==> src/rtl/cpu_pkg.sv <==
// Shared types and constants for the 16-bit JPEB core: machine word, reset PC,
// fetch FIFO entry layout and the opcode encoding used by decode.
package cpu_pkg;

    typedef logic [15:0] word_t;

    localparam word_t RESET_PC_DEFAULT = 16'h0000;

    typedef struct packed {
        word_t pc;
        word_t instr;
    } fetch_entry_t;

    localparam int FETCH_ENTRY_W = $bits(fetch_entry_t);

    typedef enum logic [3:0] {
        OP_ADD  = 4'h0,
        OP_ADDI = 4'h1,
        OP_NAND = 4'h2,
        OP_LUI  = 4'h3,
        OP_SW   = 4'h4,
        OP_LW   = 4'h5,
        OP_BEQ  = 4'h6,
        OP_JALR = 4'h7
    } opcode_t;

    function automatic opcode_t opcode_of(input word_t instr);
        return opcode_t'(instr[15:12]);
    endfunction

endpackage

==> src/rtl/fetch_fifo.sv <==
// Small synchronous FIFO for prefetched {pc, instr} entries; flush empties it in one cycle.
// Head is read combinationally from the entry the read pointer selects.
module fetch_fifo #(
    parameter int DEPTH = 4,
    parameter int WIDTH = 32,
    localparam int AW = $clog2(DEPTH),
    localparam int CW = $clog2(DEPTH) + 1
) (
    input  logic             clk,
    input  logic             rst,
    input  logic             flush,
    input  logic             push,
    input  logic [WIDTH-1:0] din,
    input  logic             pop,
    output logic [WIDTH-1:0] head,
    output logic [CW-1:0]    count
);

    logic [WIDTH-1:0] mem_q [DEPTH];
    logic [AW-1:0]    wr_ptr_q, wr_ptr_d;
    logic [AW-1:0]    rd_ptr_q, rd_ptr_d;
    logic [CW-1:0]    count_q, count_d;

    always_comb begin
        wr_ptr_d = wr_ptr_q;
        rd_ptr_d = rd_ptr_q;
        count_d  = count_q;
        if (flush) begin
            wr_ptr_d = '0;
            rd_ptr_d = '0;
            count_d  = '0;
        end else begin
            // Pointers are log2(DEPTH) wide, so they wrap modulo DEPTH for free.
            if (push) wr_ptr_d = wr_ptr_q + 1'b1;
            if (pop)  rd_ptr_d = rd_ptr_q + 1'b1;
            count_d = count_q + CW'(push) - CW'(pop);
        end
    end

    always_ff @(posedge clk) begin
        if (rst) begin
            wr_ptr_q <= '0;
            rd_ptr_q <= '0;
            count_q  <= '0;
        end else begin
            wr_ptr_q <= wr_ptr_d;
            rd_ptr_q <= rd_ptr_d;
            count_q  <= count_d;
        end
    end

    for (genvar gi = 0; gi < DEPTH; gi++) begin : g_entry
        always_ff @(posedge clk) begin
            if (push && !flush && wr_ptr_q == AW'(gi)) begin
                mem_q[gi] <= din;
            end
        end
    end

    assign head  = mem_q[rd_ptr_q];
    assign count = count_q;

endmodule

==> src/rtl/fetch_stage.sv <==
// JPEB instruction fetch: PC, credit-based issue to sync imem, prefetch FIFO, redirect/halt.
// Define FETCH_BYPASS_EN to present a response into an empty FIFO on out_* in its arrival cycle.
module fetch_stage
    import cpu_pkg::*;
#(
    parameter int    DEPTH    = 4,
    parameter word_t RESET_PC = RESET_PC_DEFAULT
) (
    input  logic        clk,
    input  logic        rst,
    output logic [15:0] imem_addr,
    output logic        imem_ren,
    input  logic [15:0] imem_rdata,
    input  logic        redirect,
    input  logic [15:0] redirect_pc,
    input  logic        halt,
    output logic        out_valid,
    input  logic        out_ready,
    output logic [15:0] out_instr,
    output logic [15:0] out_pc
);

    localparam int CW = $clog2(DEPTH) + 1;

    word_t         fetch_pc_q, fetch_pc_d;
    word_t         issued_pc_q, issued_pc_d;
    logic          inflight_q, inflight_d;

    logic [CW-1:0] fifo_count;
    logic          fifo_empty;
    logic          fifo_push;
    logic          fifo_pop;
    fetch_entry_t  fifo_head;
    fetch_entry_t  resp_entry;
    fetch_entry_t  out_entry;
    logic [CW:0]   slots_used;

    assign fifo_empty = (fifo_count == '0);
    assign resp_entry = '{pc: issued_pc_q, instr: imem_rdata};

    // Credit counts the word already in flight so its push can never overflow.
    assign slots_used = {1'b0, fifo_count} + {{CW{1'b0}}, inflight_q};
    assign imem_ren   = !rst && !redirect && !halt && (slots_used < (CW+1)'(DEPTH));
    assign imem_addr  = fetch_pc_q;

`ifdef FETCH_BYPASS_EN
    logic bypass;
    assign bypass    = inflight_q && fifo_empty;
    assign out_valid = !fifo_empty || bypass;
    assign out_entry = bypass ? resp_entry : fifo_head;
    assign fifo_push = inflight_q && !redirect && !(bypass && out_ready);
`else
    assign out_valid = !fifo_empty;
    assign out_entry = fifo_head;
    assign fifo_push = inflight_q && !redirect;
`endif

    assign fifo_pop  = out_valid && out_ready && !fifo_empty;
    assign out_pc    = out_valid ? out_entry.pc    : 16'h0000;
    assign out_instr = out_valid ? out_entry.instr : 16'h0000;

    always_comb begin
        fetch_pc_d  = fetch_pc_q;
        issued_pc_d = issued_pc_q;
        inflight_d  = imem_ren;
        if (redirect) begin
            fetch_pc_d = redirect_pc;
        end else if (imem_ren) begin
            fetch_pc_d  = fetch_pc_q + 16'h0001;
            issued_pc_d = fetch_pc_q;
        end
    end

    always_ff @(posedge clk) begin
        if (rst) begin
            fetch_pc_q  <= RESET_PC;
            issued_pc_q <= RESET_PC;
            inflight_q  <= 1'b0;
        end else begin
            fetch_pc_q  <= fetch_pc_d;
            issued_pc_q <= issued_pc_d;
            inflight_q  <= inflight_d;
        end
    end

    fetch_fifo #(
        .DEPTH (DEPTH),
        .WIDTH (FETCH_ENTRY_W)
    ) u_fifo (
        .clk   (clk),
        .rst   (rst),
        .flush (redirect),
        .push  (fifo_push),
        .din   (resp_entry),
        .pop   (fifo_pop),
        .head  (fifo_head),
        .count (fifo_count)
    );

endmodule

==> config.mk <==
export PLATFORM = sky130hd
export DESIGN_NAME = fetch_stage
export DESIGN_NICKNAME = d
export VERILOG_FILES = /design/src/rtl/cpu_pkg.sv /design/src/rtl/fetch_fifo.sv /design/src/rtl/fetch_stage.sv
export SDC_FILE = /design/constraint.sdc
export NUM_CORES = 1
export LEC_CHECK = 0
export BUFFER_PORTS_ARGS = -buffer_cell sky130_fd_sc_hd__buf_2
export CORE_MARGIN = 2
export CORE_UTILIZATION = 62
export DETAILED_ROUTE_END_ITERATION = 10
export GPL_TIMING_DRIVEN = 1
export PLACE_DENSITY = 0.84
export SLEW_MARGIN = 20
export SYNTH_ARGS = -nofsm -noshare
export SYNTH_HDL_FRONTEND = slang
export SYNTH_SLANG_ARGS = --single-unit
export TNS_END_PERCENT = 30
==> constraint.sdc <==
create_clock -name clk -period 4.2 [get_ports clk]
set_input_delay 0.84 -clock clk [delete_from_list [all_inputs] [get_ports clk]]
set_output_delay 0.84 -clock clk [all_outputs]
set_load 0.05 [all_outputs]
==> qor.txt <==
Outcome - complete, no violations
CP peak stage delay - 640 ps
Synth top area share - 55.1%
Sw Ratio - 22.6%
Later-pin clock latency in the skew report - 530 ps
Layout cells sized above 1 - 29.3%
Worst hold slack - 506 ps
Post-synthesis register bit count - 170
Slew Viols, Final - 0
WP data arrival - 2390 ps
Initial Utilization - 64.0%
Seq pwr share - 52.5%
Post-CTS Resized - 0
Root buf cell - clkbuf_8
Total gr overflow - 0
Power Dens Cells - 436 nW/um^2
Int Pwr - 2.72 mW
Mapped Cells - 457
DRC viols - 0
CP Class - flop to primary output
CP Launch Type - flop
Max_slew headroom - 29.8%
Leak pwr - 2.81 nW
Wire length per cell - 19.2 um
Vias - 4150
Worst ir drop on vdd - 0.274 mV
DR pass1 iterations - 5
Worst path required time - 3360 ps
CTS tree - yes
Vias per inst - 6.00
Fin. Hold Viols - 0
Vias in the first global route - 4227
Gpl congestion - 0.882
Layout area overhead - 15.4%
Measured slew at the worst slew-check pin - 1050 ps
EDFF count, synth - 128
Clock power share - 40.9%
Number of port buffers - 86
Type of the worst min-delay path - flop to flop
Post-Syn Nets - 503
WP buf/inv - 1
Post-Route WL - 13300 um
RSZ-0062 raised after global routing - no
CTS Sinks - 170
Combinational share of power - 6.5%
IO Pins - 87
Sequential element share of the synthesized area - 67.2%
Setup TNS - 0 ps
Postcts setup bufs - 0
Max H-tree Level - 4
Mean Syn Cell Area - 15.3 um^2
Finish-stage setup viols - 0
DRT iter0 DRCs - 285
Synth cell types - 56
Layout net count - 585
Largest net degree at the start of global routing - 37
Worst Path Max Fanout - 36
Die footprint - 12100 um^2
Max-Cap Viols - 0
Inserted Diodes - 0
Post-route ant nets - 0
Minimum clock period - 3230 ps
Gr usage total - 24.2%
Initial antenna violation count - 0
CP top delay family - compound AO/OA/AOI/OAI gates
Clock skew - 5.95 ps
Yosys warnings - 0
Cell chain of the critical path - ha_1 -> and3b_1 -> a22oi_4 -> nor2_1 -> buf_2
Die span in y - 110 um
Top_reg_cell synth - edfxtp_1
CTS Buffer Depth - 2
Global-route wire length before repair - 21600 um
DP HPWL - 8010 um
CTS Hold Bufs - 0
Worst-path clk slew - 60 ps
Switch Pwr - 0.793 mW
Post-Syn Area - 6970 um^2
Fmax - 309 MHz
Slowest-stage cell, CP - a22oi_4
Die Span X - 110 um
Core area - 10900 um^2
Total CTS buffers - 17
Async SR Flop Fraction - 0%
Row count - 38
Yosys top cell by area - edfxtp_1
CP Capture Type - primary output
Final period utilization - 77.0%
Top post-synthesis cells by area - edfxtp_1, dfxtp_1, mux4_2, and2_1, nand3_1
==> through the flow <==
| step | cells | setup slack, ps | area [um^2] | power (mW) | utilization (%) |
|---|---|---|---|---|---|
| 2_1_floorplan | 457 | 1130 | 6970 | 2.04 | - |
| 3_3_place_gp | 660 | 1220 | 7490 | 2.10 | 68.8 |
| 3_5_place_dp | 660 | 1190 | 7490 | 2.11 | 68.8 |
| 4_1_cts | 692 | 889 | 8040 | 3.54 | 73.9 |
| 5_1_grt | 692 | 787 | 8040 | 3.62 | 73.9 |
| 6_report | 692 | 966 | 8040 | 3.51 | 73.9 |
==> synthesized netlist by cell type (2+ instances only) <==
library cell / instances
edfxtp_1: 128
dfxtp_1: 42
and2_1: 39
mux4_2: 32
nand3_1: 23
o21ai_0: 20
a21oi_1: 19
clkbuf_1: 17
nor2_1: 17
nand2_1: 14
buf_2: 9
inv_1: 9
ha_1: 8
a311oi_1: 5
a31oi_1: 5
nand4_1: 5
or4_1: 5
or3_1: 4
xnor2_1: 4
a221oi_1: 3
and3_1: 3
nor2b_1: 3
a211oi_1: 2
a41o_1: 2
and3b_1: 2
and4_1: 2
buf_1: 2
buf_4: 2
nor4_1: 2
o311ai_0: 2
or2_0: 2
==> path summary, 6_finish.rpt <==
path	start	endpoint	slack, ps	cells after the start
hold / removal	issued_pc_q[7]	u_fifo.mem_q[3][23]	510	0
hold reg to reg	issued_pc_q[7]	u_fifo.mem_q[3][23]	510	0
setup / recovery	u_fifo.count[1]	imem_ren	970	5
setup reg to reg	u_fifo.count[0]	u_fifo.count[2]	1430	9
==> per-layer routing <==
metal	track usage (%)	vias up	share of wire [%]
li1	-	1936	-
met1	32.6	2038	42
met2	39.1	160	50
met3	6.00	16	6.3
met4	7.87	0	1.3
met5	0	-	0
==> worst register-to-register path, delay by kind of cell (launching register included) <==
family / cells / cell delay, ps
and+or+nand+nor: 3 / 1270
adders and majority gates: 3 / 780
DFF: 1 / 350
xor gates and xnor gates: 1 / 160
buffers and inverters: 2 / 100
==> state kept, by name (all words and copies together) (netlist names), named ones only <==
name	count
u_fifo.count	3
issued_pc_q	16
u_fifo.wr_ptr_q	2
inflight_q	1
imem_addr	16
u_fifo.mem_q	128
u_fifo.rd_ptr_q	2
==> placed cells by master, fill, tap and decap left out, drive strengths merged, types with 5 or more instances in the layout <==
| cell type | instances |
|---|---|
| nor2 | 18 |
| a21oi | 19 |
| or4 | 5 |
| mux4 | 32 |
| o21ai | 20 |
| a311oi | 5 |
| nand2 | 14 |
| nand4 | 5 |
| edfxtp | 128 |
| inv | 9 |
| clkbuf | 17 |
| dfxtp | 42 |
| clkinv | 12 |
| ha | 8 |
| a31oi | 5 |
| nand3 | 24 |
| buf | 94 |
| and2 | 39 |
==> cell type report <==
type	instances	area (um^2)
Sequential cell	170	4690
Fill cell	661	2850
Multi-Input combinational cell	247	2110
Timing Repair Buffer	94	490
Clock buffer	17	414
Tap cell	140	175
Clock inverter	15	134
Inverter	9	33.8
==> power groups by stage <==
stage / registers [mW] / clock network (mW) / logic [mW]
2_1_floorplan: 1.90 / 0 / 0.138
3_3_place_gp: 1.88 / 0 / 0.223
3_5_place_dp: 1.88 / 0 / 0.229
4_1_cts: 1.84 / 1.47 / 0.230
5_1_grt: 1.85 / 1.53 / 0.247
6_report: 1.84 / 1.44 / 0.228
==> cell families after synthesis <==
kind of cell	Yosys count	share of synthesized area (%)
AO/OA/AOI/OAI	69	6.66
XOR/XNOR	5	0.628
adder cells (fa/ha/maj)	9	1.72
buffers and inverters	40	2.53
flip-flops	170	67.2
multiplexers	33	10.5
AND/OR/NAND/NOR	131	10.8
Note: power is estimated with default switching activity, not from simulation.
